**src/rtl/shift_pkg.sv**
```systemverilog
// Shared definitions for the serial deserializer: FSM states, bit-order
// and parity-type constants.
package shift_pkg;

  typedef enum logic [1:0] {
    IDLE = 2'd0,
    DATA = 2'd1,
    PAR  = 2'd2
  } state_t;

  localparam logic MSB_FIRST = 1'b1;
  localparam logic LSB_FIRST = 1'b0;

  localparam int PAR_EVEN = 0;
  localparam int PAR_ODD  = 1;

endpackage

```
**src/rtl/shift_deser_hold.sv**
```systemverilog
// Valid/ready holding register between the deserializer FSM and the consumer.
// Handshake: a word transfers on any rising edge where data_valid=1 and
// data_ready=1; data_out/parity_err stay stable while data_valid=1.
module shift_deser_hold #(
  parameter int WIDTH = 8
) (
  input  logic             clk,
  input  logic             reset_n,
  input  logic             complete,
  input  logic [WIDTH-1:0] word,
  input  logic             perr,
  input  logic             data_ready,
  output logic [WIDTH-1:0] data_out,
  output logic             data_valid,
  output logic             parity_err,
  output logic             overrun
);

  // Load a finished word when the slot is free (or being freed this edge),
  // otherwise drop it and latch the sticky overrun flag.
  always_ff @(posedge clk or negedge reset_n) begin
    if (!reset_n) begin
      data_out   <= '0;
      data_valid <= 1'b0;
      parity_err <= 1'b0;
      overrun    <= 1'b0;
    end else begin
      if (complete) begin
        if (!data_valid || data_ready) begin
          data_out   <= word;
          parity_err <= perr;
          data_valid <= 1'b1;
        end else begin
          overrun <= 1'b1;
        end
      end else if (data_valid && data_ready) begin
        data_valid <= 1'b0;
      end
    end
  end

endmodule

```
**src/rtl/shift_deser.sv**
```systemverilog
// Serial-to-parallel receiver. Rebuilds WIDTH-bit words from a strobed
// serial stream (MSB- or LSB-first), optionally checks a trailing parity
// bit and hands finished words to a valid/ready holding register.
module shift_deser
  import shift_pkg::*;
#(
  parameter int WIDTH      = 8,
  parameter int PARITY_EN  = 1,
  parameter int PARITY_ODD = PAR_EVEN
) (
  input  logic             clk,
  input  logic             reset_n,
  input  logic             enable,
  input  logic             frame_start,
  input  logic             msb_first,
  input  logic             serial_in,
  input  logic             data_ready,
  output logic [WIDTH-1:0] data_out,
  output logic             data_valid,
  output logic             parity_err,
  output logic             overrun,
  output logic             framing_err,
  output logic             busy
);

  localparam int              CNT_W = $clog2(WIDTH);
  localparam logic [CNT_W-1:0] LAST = CNT_W'(WIDTH - 1);
  localparam logic            ODD   = (PARITY_ODD != 0);

  state_t           state;
  logic [CNT_W-1:0] bit_cnt;
  logic [WIDTH-1:0] shift_reg;
  logic             par_acc;
  logic             order;

  logic [WIDTH-1:0] shifted;
  logic [WIDTH-1:0] first_word;
  logic             complete;
  logic [WIDTH-1:0] word;
  logic             perr;

  // Next shift-register value for a bit in the middle of a frame, and the
  // value seeded when the very first bit arrives with frame_start.
  always_comb begin
    shifted    = '0;
    first_word = '0;
    if (order == MSB_FIRST) shifted = {shift_reg[WIDTH-2:0], serial_in};
    else                    shifted = {serial_in, shift_reg[WIDTH-1:1]};
    if (msb_first == MSB_FIRST) first_word = {{(WIDTH-1){1'b0}}, serial_in};
    else                        first_word = {serial_in, {(WIDTH-1){1'b0}}};
  end

  // Frame completion is decided on the edge sampling the final bit so the
  // holding register loads on that same edge. A frame_start aborts instead.
  always_comb begin
    complete = 1'b0;
    word     = shifted;
    perr     = 1'b0;
    if (enable && !frame_start) begin
      case (state)
        DATA: if (bit_cnt == LAST && PARITY_EN == 0) complete = 1'b1;
        PAR: begin
          complete = 1'b1;
          word     = shift_reg;
          perr     = par_acc ^ serial_in ^ ODD;
        end
        default: ;
      endcase
    end
  end

  // Receive FSM with bit counter, shift register, parity accumulator and
  // registered busy/framing_err outputs.
  always_ff @(posedge clk or negedge reset_n) begin
    if (!reset_n) begin
      state       <= IDLE;
      bit_cnt     <= '0;
      shift_reg   <= '0;
      par_acc     <= 1'b0;
      order       <= LSB_FIRST;
      busy        <= 1'b0;
      framing_err <= 1'b0;
    end else begin
      framing_err <= 1'b0;
      if (frame_start) begin
        framing_err <= (state != IDLE);
        state       <= DATA;
        busy        <= 1'b1;
        order       <= msb_first;
        if (enable) begin
          bit_cnt   <= CNT_W'(1);
          shift_reg <= first_word;
          par_acc   <= serial_in;
        end else begin
          bit_cnt   <= '0;
          shift_reg <= '0;
          par_acc   <= 1'b0;
        end
      end else if (enable) begin
        case (state)
          DATA: begin
            shift_reg <= shifted;
            par_acc   <= par_acc ^ serial_in;
            if (bit_cnt == LAST) begin
              bit_cnt <= '0;
              if (PARITY_EN != 0) begin
                state <= PAR;
              end else begin
                state <= IDLE;
                busy  <= 1'b0;
              end
            end else begin
              bit_cnt <= bit_cnt + CNT_W'(1);
            end
          end
          PAR: begin
            state   <= IDLE;
            busy    <= 1'b0;
            bit_cnt <= '0;
          end
          default: ;
        endcase
      end
    end
  end

  shift_deser_hold #(.WIDTH(WIDTH)) u_hold (
    .clk        (clk),
    .reset_n    (reset_n),
    .complete   (complete),
    .word       (word),
    .perr       (perr),
    .data_ready (data_ready),
    .data_out   (data_out),
    .data_valid (data_valid),
    .parity_err (parity_err),
    .overrun    (overrun)
  );

endmodule

```
**config.mk**
```make
export PLATFORM = sky130hd
export DESIGN_NAME = shift_deser
export DESIGN_NICKNAME = d
export VERILOG_FILES = /design/src/rtl/shift_pkg.sv /design/src/rtl/shift_deser_hold.sv /design/src/rtl/shift_deser.sv
export SDC_FILE = /design/constraint.sdc
export NUM_CORES = 1
export LEC_CHECK = 0
export ABC_AREA = 1
export CAP_MARGIN = 10
export CORE_MARGIN = 1
export CORE_UTILIZATION = 54
export CTS_CLUSTER_DIAMETER = 200
export DETAILED_ROUTE_END_ITERATION = 6
export HOLD_SLACK_MARGIN = 0.1
export PLACE_DENSITY = 0.78
export SLEW_MARGIN = 20
export SYNTH_ARGS = -nofsm -noshare
export SYNTH_HDL_FRONTEND = slang
export SYNTH_HIERARCHICAL = 1
export SYNTH_SLANG_ARGS = --single-unit
```
**constraint.sdc**
```tcl
create_clock -name clk -period 1.36 [get_ports clk]
set_input_delay 0.136 -clock clk [delete_from_list [all_inputs] [get_ports clk]]
set_output_delay 0.136 -clock clk [all_outputs]
set_load 0.05 [all_outputs]
```
### Yosys cells after proc, flatten, opt, wreduce, memory -nomap -nowiden

Index checks and enable logic that the tools add are counted.

| cells by class | value |
|---|---|
| reductions and logical operators | 18 |
| $add $sub $neg | 1 |
| multiplexer cells | 32 |
| bitwise gates (word level) | 2 |
| equality and inequality tests | 5 |

Operator list:

| kind | count |
|---|---|
| $mux W8 | 8 |
| $mux W1 | 16 |
| $reduce_and A2 Y1 | 6 |
| $reduce_bool A2 Y1 | 5 |
| $mux W3 | 3 |
| $mux W2 | 3 |
| $pmux W3 S2 | 1 |
| $pmux W2 S2 | 1 |
| $add A3 B1 Y3 const B | 1 |
| $eq A3 B3 Y1 const B | 1 |
| $ne A3 B3 Y1 const B | 1 |
| $reduce_and A3 Y1 | 1 |
| $reduce_bool A3 Y1 | 1 |
| $eq A2 B1 Y1 const B | 1 |
| $eq A2 B2 Y1 const B | 1 |
| $logic_and A1 B1 Y1 | 2 |
| $logic_not A1 Y1 | 2 |
| $ne A2 B1 Y1 const B | 1 |
| $logic_or A1 B1 Y1 | 1 |
| $not A1 Y1 | 1 |
| $xor A1 B1 Y1 | 1 |

| word-level totals | value |
|---|---|
| register bits | 28 |
| logic and storage cells | 69 |
| output and inout bits | 13 |
| input bits | 7 |

### Longest topological paths before layout

Gate-level depths: netlist of the first run.

| depth | value |
|---|---|
| word-level depth | 5 |
| gate-level depth with buffers | 9 |
| depth with buffers taken out | 9 |

### By module

Netlist of the first run, hierarchy kept.

Modules (own cells, without submodules):

| module | area each (µm²) | cells each | seq. area each (µm²) | times used |
|---|---|---|---|---|
| shift_deser | 1069.8 | 148 | 425.4 | 1 |
| shift_deser_hold | 445.4 | 46 | 275.3 | 1 |

### Worst setup path before layout of the first run

No wires, ideal clock.

| path | value |
|---|---|
| path kind | flip-flop to flip-flop |
| start point | register state[0] |
| end point | register u_hold.data_out[6] |
| slack | 0.205 ns |
| required time | 1.241 ns |
| arrival | 1.035 ns |
| buffers on the path | 1 |
| setup time | 0.119 ns |
| cell stages (with the launch flop) | 10 |
| path through | dfrtp_1 -> inv_2 -> nand2_1 -> inv_2 -> nand2_4 -> buf_6 -> nand2_2 -> o21ai_2 -> nand3_1 -> nand2_1 |

RTL lines:

| element | RTL line | source |
|---|---|---|
| start: declaration | shift_deser.sv:30 | `state_t state;` |
| start signal: assignment | shift_deser.sv:76 | `state <= IDLE;` |
| start signal: assignment | shift_deser.sv:87 | `state <= DATA;` |
| start signal: assignment | shift_deser.sv:107 | `state <= PAR;` |
| $eq A2 B2 Y1 | shift_deser.sv:60 | `case (state)` |
| $mux W8 | shift_deser.sv:60 |  |
| $mux W8 | shift_deser.sv:59 | `if (enable && !frame_start) begin` |
| via word[6] | shift_deser.sv:39 | `logic [WIDTH-1:0] word;` |
| end signal: assignment | shift_deser_hold.sv:30 | `data_out <= word;` |
| end: declaration | shift_deser_hold.sv:13 | `output logic [WIDTH-1:0] data_out,` |

The timed path passes the listed nets, and every way through them passes these cells.
A chain may end at the register's enable or synchronous reset.

### Worst setup path after layout of the first run

| path | value |
|---|---|
| start point | register bit_cnt[0] |
| end point | register bit_cnt[0] |

| between the ends | value |
|---|---|
| cells in the longest elaborated chain, start to end | 5 |

Ends and longest elaborated chain:

| element | RTL line | source |
|---|---|---|
| start: declaration | shift_deser.sv:31 | `logic [CNT_W-1:0] bit_cnt;` |
| start signal: assignment | shift_deser.sv:113 | `bit_cnt <= bit_cnt + CNT_W'(1);` |
| $add A3 B1 Y3 / $eq A3 B3 Y1 (equally long branches) | shift_deser.sv:113, shift_deser.sv:104 |  |
| $mux W3 * | shift_deser.sv:104 | `if (bit_cnt == LAST) begin` |
| $pmux W3 S2 * | shift_deser.sv:100 | `case (state)` |
| $mux W3 * | shift_deser.sv:99 | `end else if (enable) begin` |
| $mux W3 * | shift_deser.sv:85 | `if (frame_start) begin` |

Mark *: on every way between the ends. The rest lies on a longest branch, timed or not. The select of a mux whose other input is x is not followed.

==> results of run 1 <==
Yosys cell counts (2+ instances only):
cell type	instances	area (µm²)
nand2_4	2	22.52
inv_1	13	48.80
buf_6	3	33.78
nand2_1	77	289.0
buf_4	2	15.01
inv_2	6	22.52
nand3_1	24	120.1
nor2_1	5	18.77
dfrtp_1	28	700.7
o21ai_2	7	61.31
ha_1	2	25.02
nand4_1	4	25.02
nand2_2	5	31.28
o21ai_0	8	40.04
power by group through the flow:
stage                     clock network (mW)  registers (mW)  logic (mW)
after floorplan                            0            1.09       0.197
after global placement                     0           0.990       0.559
after detailed placement                   0           0.995       0.576
after CTS                              0.421           0.979       0.577
after global routing                   0.445           0.984       0.643
final                                  0.419           0.976       0.595
per-stage QoR:
stage | hold WS, ns | total power, mW
after floorplan | -0.1596 | 1.283
after global placement | 0.4723 | 1.549
after detailed placement | 0.4752 | 1.571
after CTS | 0.1621 | 1.976
after global routing | 0.2167 | 2.072
final | 0.1532 | 1.989
critical path, cell delays in order, from the launching register on:
cell,delay [ns]
dfrtp_1,0.43
ha_1,0.22
ha_1,0.20
nor2_1,0.13
nand3_1,0.08
nand2_1,0.07
nand2_1,0.06
nand2_1,0.06
cell families (layout without fill, tap and decap cells):
family	Yosys count	in the layout	share of synthesized area [%]
and+or+nand+nor	120	120	35.26
buffers and inverters	25	60	8.257
AOI/OAI and AO/OA	19	19	8.588
DFF	28	28	46.24
adders and majority gates	2	2	1.651
path summary, 6_finish.rpt:
path	from	to	slack, ns	depth (start not counted)
min in group clk	msb_first	order	0.41	3
max reg2reg	bit_cnt[0]	bit_cnt[0]	0.07	7
max in group asynchronous	reset_n	order	0.92	2
min	reset_n	u_hold/data_out[2]	0.15	2
max	bit_cnt[0]	bit_cnt[0]	0.07	7
min reg2reg	shift_reg[7]	shift_reg[7]	0.50	2
layout make-up:
| cell class | instances | area share, % |
|---|---|---|
| sequential | 28 | 34.95 |
| timing repair buffer | 37 | 23.30 |
| clock buffer | 4 | 1.807 |
| inverter | 19 | 3.738 |
| tap | 30 | 1.869 |
| multi-input combinational | 141 | 34.33 |
repair_timing:
action	CTS	global route
setup endpoints to repair	0	11
resized for setup	0	2
endpoints found under the hold margin	0	0
buffers inserted	0	3
routing by layer:
layer,routed length (µm),global-route usage [%],part of all wire (%),vias to the layer above
li1,-,-,-,692
met1,1503,30.97,44,664
met2,1782,45.78,52,31
met3,124,5.191,3.6,4
met4,23,7.083,0.67,0
met5,0,0,0,-
==> results.sh, run 1 <==
export IMPL_status="finished clean"
export IMPL_fin_util_pct=78.22
export IMPL_min_path_type="in -> async"
export IMPL_async_reset_ff_share_pct=100.0
export IMPL_peakVddDrop_mv=0.9460
export IMPL_syn_inst=194
export IMPL_drt_iter0_markers=37
export IMPL_dr_pass1_iters=4
export IMPL_fmax_mhz=776.2
export IMPL_dominantRegCellSynth="dfrtp_1"
export IMPL_die_area_um2=3022
export IMPL_avgSynthCellArea_um2=7.810
export IMPL_num_io_pins=20
export IMPL_start_util_pct=59.02
export IMPL_arrival_ns=1.57
export IMPL_finalHoldViolCount=0
export IMPL_grt_pass1_vias=1324
export IMPL_finalWorstSetupSlack_ns=0.07167
export IMPL_grt_max_degree=29
export IMPL_swShare_pct=33.14
export IMPL_dpl_hpwl_um=2626
export IMPL_final_common_cell="nand2_1"
export IMPL_place_inst=252
export IMPL_via_count=1391
export IMPL_fin_skew_ns=0.009728
export IMPL_post_dp_cell_area_um2=1944
export IMPL_multiInputGateArea_um2=689.4
export IMPL_wl_um=3433
export IMPL_final_cell_mix="nand2_1, dfrtp_1, nand3_1"
export IMPL_place_congestion=0.8067
export IMPL_fin_tns_setup_ns=0
export IMPL_ant_nets=0
export IMPL_synth_seq_cells=28
export IMPL_yosysSeqAreaShare_pct=46.24
export IMPL_seq_area_um2=701.9
export IMPL_cts_buffer_depth=2
export IMPL_clkSinkCount=28
export IMPL_fin_crit_sh_pct=94.73
export IMPL_grt_first_pass_wirelength_um=5499
export IMPL_path_clk_slew_ns=0.16
export IMPL_synth_edf_count=0
export IMPL_cap_violations=0
export IMPL_power_switching_uw=659.3
export IMPL_gr_total_overflow=0
export IMPL_numCtsBuffers=3
export IMPL_drc=0
export IMPL_cp_max_fo=2
export IMPL_critPathCaptureType="flip-flop"
export IMPL_p_per_area_nw_per_um2=990.5
export IMPL_core_area_um2=2567
export IMPL_area_growth_pct=32.54
export IMPL_n_fill_cell=180
export IMPL_h_tree_depth=1
export IMPL_rows=18
export IMPL_root_buffer="clkbuf_4"
export IMPL_required_ns=1.64
export IMPL_relSlewSlack_pct=75.99
export IMPL_diodes=0
export IMPL_fin_nets=239
export IMPL_wl_per_cell_um=13.25
export IMPL_cts_tree="yes"
export IMPL_rsz0062_at_grt="no"
export IMPL_leakage_nw=1.044
export IMPL_critical_path_class="reg -> reg"
export IMPL_clock_latency_ns=0.33
export IMPL_ys_warnings_count=6
export IMPL_period_needed_ns=1.288
export IMPL_stdcell_area_um2=2008
export IMPL_internal_power_mw=1.330
export IMPL_final_cells=259
export IMPL_finalMaxSlewViolations=0
export IMPL_die_h_um=54.97
export IMPL_grt_antenna_before_repair=0
export IMPL_seq_power_share_pct=49.1
export IMPL_synth_area_um2=1515
export IMPL_dp_slack_ns=-0.07230
export IMPL_setup_viol=0
export IMPL_synth_cell_types=22
export IMPL_fp_dieW_um=54.97
export IMPL_drive_above_1_share_pct=26.64
export IMPL_hold_buffers=0
export IMPL_vias_per_cell=5.371
export IMPL_power_frac_comb_pct=29.9
export IMPL_worst_pin_slew_ns=0.3601
export IMPL_port_buffers=19
export IMPL_power_share_clock_pct=21.1
export IMPL_worstSetupStartpointType="flip-flop"
export IMPL_track_usage_pct=25.61
export IMPL_syn_nets=203
(Power assumes the default switching activity.)
==> inputs of run 2 (changes only) <==
--- a/config.mk
+++ b/config.mk
@@ -8,11 +8,12 @@
 export ABC_AREA = 1
 export CAP_MARGIN = 10
 export CORE_MARGIN = 1
-export CORE_UTILIZATION = 54
+export CORE_UTILIZATION = 45
 export CTS_CLUSTER_DIAMETER = 200
 export DETAILED_ROUTE_END_ITERATION = 6
 export HOLD_SLACK_MARGIN = 0.1
-export PLACE_DENSITY = 0.78
+export PLACE_DENSITY = 0.67
+export RECOVER_POWER = 100
 export SLEW_MARGIN = 20
 export SYNTH_ARGS = -nofsm -noshare
 export SYNTH_HDL_FRONTEND = slang
==> results.sh, run 2 (same netlist as run 1, synthesis figures left out) <==
export IMPL_grt_max_degree=29
export IMPL_path_clk_slew_ns=0.15
export IMPL_wl_met3_um=105
export IMPL_cp_max_fo=13
export IMPL_drive_above_1_share_pct=26.11
export IMPL_status="finished clean"
export IMPL_leakage_nw=1.018
export IMPL_multiInputGateArea_um2=696.9
export IMPL_core_area_um2=3128
export IMPL_hold_buffers=0
export IMPL_wl_per_cell_um=11.93
export IMPL_worstSetupStartpointType="flip-flop"
export IMPL_finalHoldViolCount=0
export IMPL_p_total_mw=2.048
export IMPL_p_per_area_nw_per_um2=1061
export IMPL_top_layer_used="met4"
export IMPL_dpl_hpwl_um=2471
export IMPL_ant_nets=0
export IMPL_finalMaxSlewViolations=0
export IMPL_cts_tree="yes"
export IMPL_fin_nets=236
export IMPL_required_ns=1.61
export IMPL_fin_util_pct=61.72
export IMPL_hold_ws_ns=0.3377
export IMPL_dr_pass1_iters=4
export IMPL_min_path_type="in -> async"
export IMPL_peakVddDrop_mv=0.7806
export IMPL_grt_antenna_before_repair=0
export IMPL_h_tree_depth=1
export IMPL_fp_dieW_um=60.03
export IMPL_drt_iter0_markers=63
export IMPL_fmax_mhz=771.9
export IMPL_diodes=0
export IMPL_grt_first_pass_wirelength_um=5457
export IMPL_root_buffer="clkbuf_4"
export IMPL_worst_pin_slew_ns=0.6685
export IMPL_period_needed_ns=1.295
export IMPL_final_common_cell="nand2_1"
export IMPL_seq_power_share_pct=47.4
export IMPL_seq_area_um2=701.9
export IMPL_critical_path_class="reg -> reg"
export IMPL_setup_viol=0
export IMPL_grt_pass1_vias=1294
export IMPL_start_util_pct=48.44
export IMPL_area_growth_pct=27.42
export IMPL_vias_per_cell=4.993
export IMPL_arrival_ns=1.54
export IMPL_die_area_um2=3603
export IMPL_rows=20
export IMPL_cts_buffer_depth=2
export IMPL_via_count=1348
export IMPL_track_usage_pct=20.52
export IMPL_final_cell_mix="nand2_1, dfrtp_1, nand3_1"
export IMPL_gr_total_overflow=0
export IMPL_num_io_pins=20
export IMPL_numCtsBuffers=3
export IMPL_relSlewSlack_pct=55.44
export IMPL_die_h_um=60.03
export IMPL_wl_um=3221
export IMPL_place_congestion=0.8635
export IMPL_clock_latency_ns=0.33
export IMPL_clkSinkCount=28
export IMPL_fin_skew_ns=0.004072
export IMPL_critPathCaptureType="flip-flop"
export IMPL_power_share_clock_pct=26.7
export IMPL_fin_crit_sh_pct=95.26
export IMPL_cap_violations=0
export IMPL_n_fill_cell=263
export IMPL_internal_power_mw=1.410
export IMPL_power_switching_uw=638.0
export IMPL_wl_met2_um=1594
export IMPL_swShare_pct=31.16
export IMPL_power_frac_comb_pct=25.8
export IMPL_drc=0
export IMPL_port_buffers=19
export IMPL_met1_length_um=1410
## run 2: cell count changes in the layout (fill, tap and decap cells not counted), moves of 2 or more
cell	delta
buf_12	-6
clkbuf_2	+7
dlygate4sd3_1	+2
clkdlybuf4s50_1	-2
buf_4	-4
## run 2: metrics by stage
step           TNS (ns)  area [µm²]  cells  worst slack [ns]
6_report              0        1931    270           0.06453
3_5_place_dp    -0.7051        1954    265          -0.08798
4_1_cts               0        2007    269           0.05781
5_1_grt        -0.02465        1931    270          -0.01616
3_3_place_gp    -0.2872        1954    265          -0.04806
2_1_floorplan         0        1515    194            0.2053
## run 2: critical path, stage by stage, from the launching register on
cell and delay [ns]:
dfrtp_1 0.43, inv_2 0.09, nand2_2 0.07, inv_2 0.09
nand2_4 0.07, buf_12 0.15, nand2_1 0.08, o21ai_2 0.07
nand3_1 0.09, nand2_1 0.06
## run 2: final cells by class
class	count	area share (%)
Multi-Input combinational cell	141	36.10
Timing Repair Buffer	34	18.28
Tap cell	44	2.852
Inverter	19	3.694
Sequential cell	28	36.36
Clock inverter	1	1.555
Clock buffer	3	1.167
## run 2: worst paths after layout
kind	startpoint	endpoint	slack (ns)	cells after the start
hold reg to reg	busy	busy	0.49	2
min in group clk	msb_first	order	0.41	3
max in group asynchronous	reset_n	order	0.56	2
setup reg to reg	state[0]	u_hold/data_out[4]	0.06	9
hold / removal	reset_n	busy	0.34	2
setup / recovery	state[0]	u_hold/data_out[4]	0.06	9
## run 2: power by group through the flow
stage                     sequential [mW]  combinational (mW)  clock [mW]
after global placement              0.990               0.556           0
after floorplan                      1.09               0.197           0
after detailed placement            0.994               0.568           0
after CTS                           0.978               0.569       0.558
final                               0.971               0.529       0.548
after global routing                0.982               0.575       0.583
## run 2: repair_timing
item,in CTS,in global routing
gates resized for setup,0,5
endpoints found under the hold margin,0,0
endpoints found under the setup margin,0,10
buffers inserted,0,1
## run 2: routing by layer
metal  track usage (%)  vias up
met2             34.92       30
met5                 0        -
met1             25.49      620
met4             10.96        0
met3             2.165       11
li1                  -      687
==> RTL change: new RTL, flow settings as in run 1 <==
Make the reset (`reset_n`) synchronous in 2 clocked blocks.
--- a/src/rtl/shift_deser_hold.sv
+++ b/src/rtl/shift_deser_hold.sv
@@ -20,3 +20,3 @@
   // otherwise drop it and latch the sticky overrun flag.
-  always_ff @(posedge clk or negedge reset_n) begin
+  always_ff @(posedge clk) begin
     if (!reset_n) begin
--- a/src/rtl/shift_deser.sv
+++ b/src/rtl/shift_deser.sv
@@ -73,3 +73,3 @@
   // registered busy/framing_err outputs.
-  always_ff @(posedge clk or negedge reset_n) begin
+  always_ff @(posedge clk) begin
     if (!reset_n) begin
Behaviour: differs if reset_n is asserted again (counterexample within 4 cycles, from zero or initial values and one cycle with reset_n low); with reset_n held inactive, the same outputs for 10 cycles.
==> RTL change against run 1 <==
The flow now finishes with violations (negative setup slack); global-route usage is 1.9 points lower; non-clock buffer count unchanged; routed wire length is 0.23% lower; via count rose by 7.2%; sequential cell count is the same; area after synthesis up 0.58%; power shrank 18%; largest power group unchanged; cell area rose by 0.44%; synthesized cell count is 12% higher; fmax fell by 6.5%; count of clock-buffer cells in the layout stayed put; sequential share of layout area shrank 7.0 points; worst setup slack worse by 89 ps; first-iteration DRC count increased by 51%.
==> RTL change: results (changes against run 1) <==
Timing:
- The smallest setup slack after layout is -17.2 ps (-88.8 ps).
- The worst-case clock skew is 11.2 ps (+1.50 ps).
- The final setup violation count is 3 (+3).
- The count of endpoints failing hold in the final timing report is 0 (unchanged).
- The post-route worst hold slack is 450 ps (+296 ps).

Routing:
- The total wire length is 3430 µm (-0.23%).
- The routed via count was 1491 (+7.2%).

Global routing:
- The largest net degree at the start of global routing is 22 (-24%).
- The total routing usage reported by global routing is 23.7% (-1.9 points).
- The met3 track demand over resource in global routing is 3.01% (-2.2 points).
- The via count of the first global-routing pass came to 1265 (-4.5%).
- The met2 demand-to-capacity share in global routing is 40.0% (-5.8 points).

Yosys:
- The share of flip-flops with an asynchronous set or reset after synthesis is 0% (-100 points).
- The net count after synthesis came to 227 (+12%).
- The number of distinct library cell variants in the gate-level netlist after synthesis was 25 (+14%).
- The complex-gate fraction of the synthesized area is 20.0% (+11 points).
- The adder and majority gate portion of the synthesized area came to 1.64% (-0.0095 points).
- Ranked by total cell area, the synthesized netlist is headed by sky130_fd_sc_hd__dfxtp_1 37%, sky130_fd_sc_hd__nand2_1 13%, sky130_fd_sc_hd__inv_1 6.7%.
- In the synthesized netlist the dominant register cell turns out to be sky130_fd_sc_hd__dfxtp_1.
- The register area share after synthesis is 36.8% (-9.5 points).
- The count of mapped cells out of synthesis came to 218 (+12%).
- Sorting the synthesized cells by how often they occur yields 54 x sky130_fd_sc_hd__nand2_1, 28 x sky130_fd_sc_hd__dfxtp_1, 27 x sky130_fd_sc_hd__inv_1.

Worst hold path:
- The worst hold path class is primary input to flop.

Final layout:
- The count of placed standard cells in the final layout, fillers left out is 281 (+8.5%).
- The share of final-layout standard cells stronger than drive strength 1 was 27.5% (+0.85 points).
- The net count reported at finish was 261 (+9.2%).

Power and ir drop:
- The reported net switching power is 0.000476 W (-28%).
- The cell leakage power is 0.883 nW (-15%).
- The largest voltage drop on the vdd net was 0.862 mV (-8.8%).

Worst setup path:
- The endpoint identified for the worst register-to-register timing path is u_hold/data_out[6]$_SDFFE_PN0P_.
- The arrival time at the worst endpoint is 1660 ps (+90 ps).
- The startpoint of the worst-slack reg-to-reg timing path is order$_SDFFE_PN0P_.
- The number of cells on the worst reg-to-reg path is 8 (+1).
- The largest driver fanout on the critical path is 14 (+12).

Placement:
- The number of placed instances, taps included came to 273 (+8.3%).
- The worst-case setup slack after placement is -224 ps (-152 ps).

Status:
- The checks that failed: negative setup slack.
- The run finished, with violations left.

CTS:
- The clock-pin slew reported for the worst setup and hold paths after clock tree synthesis is 140 ps (-20 ps).
==> RTL change: power groups by stage <==
stage	logic, W	clock network (W)	registers (W)
floorplan	0.000205	0	0.000908
global placement	0.000304	0	0.000899
detailed placement	0.000316	0	0.000901
CTS	0.000318	0.000427	0.000883
global route	0.000374	0.000444	0.000890
finish	0.000337	0.000416	0.000885
==> RTL change: worst max-delay path by stage <==
stage / endpoint / slack (ps) / cells after the start
final: u_hold/data_out[6]$_SDFFE_PN0P_ / -20 / 8
after global routing: u_hold/data_out[6]$_SDFFE_PN0P_ / -160 / 8
after CTS: u_hold/data_out[4]$_SDFFE_PN0P_ / 20 / 10
after detailed placement: shift_reg[1]$_SDFFE_PN0P_ / -220 / 7
after global placement: shift_reg[5]$_SDFFE_PN0P_ / -170 / 7
after floorplan: u_hold/data_out[6]$_SDFFE_PN0P_ / 10 / 11
==> RTL change: cells by family after synthesis <==
logic type      after synthesis
xor+xnor                      1
compound gates               44
flops                        28
fa+ha+maj                     2
simple gates                103
buf+inv                      40
==> RTL change: timing repair <==
action,CTS,global route
endpoints found under the setup margin,7,13
pin swaps,0,2
setup buffers,0,3
gates cloned,0,1
gates resized for setup,4,12
==> RTL change: layout make-up <==
class	count	area [µm²]	share of cell area (%)
inverters	31	124	6.14
multi-input cells	150	792	39.3
repair buffers	37	454	22.5
flip-flops and latches	28	564	28.0
well taps	30	37.5	1.86
repair inverters	1	8.76	0.434
clock buffers	4	36.3	1.80
==> RTL change: critical path, cell delays in order (launching register included) <==
cell and delay, ps:
sky130_fd_sc_hd__dfxtp_1 330, sky130_fd_sc_hd__buf_4 170, sky130_fd_sc_hd__o21ai_0 390, sky130_fd_sc_hd__nand2_2 110, sky130_fd_sc_hd__o21ai_2 70, sky130_fd_sc_hd__inv_1 50
sky130_fd_sc_hd__nand3_1 70, sky130_fd_sc_hd__nand2_1 60, sky130_fd_sc_hd__nor2_1 80
==> RTL change: stage by stage <==
| step | area, µm² | total power (W) | util [%] | TNS, ps |
|---|---|---|---|---|
| finish | 2020 | 0.00164 | 78.6 | -29.3 |
| global route | 2020 | 0.00171 | 78.6 | -586 |
| CTS | 1960 | 0.00163 | 76.3 | 0 |
| detailed placement | 1910 | 0.00122 | 74.5 | -3790 |
| global placement | 1910 | 0.00120 | 74.5 | -2770 |
| floorplan | 1520 | 0.00111 | - | 0 |
==> RTL change: routing by layer <==
layer | part of all wire (%) | vias to the layer above
met5 | 0 | -
met4 | 2.0 | 0
met3 | 4.7 | 10
met2 | 47 | 54
met1 | 46 | 661
li1 | - | 766
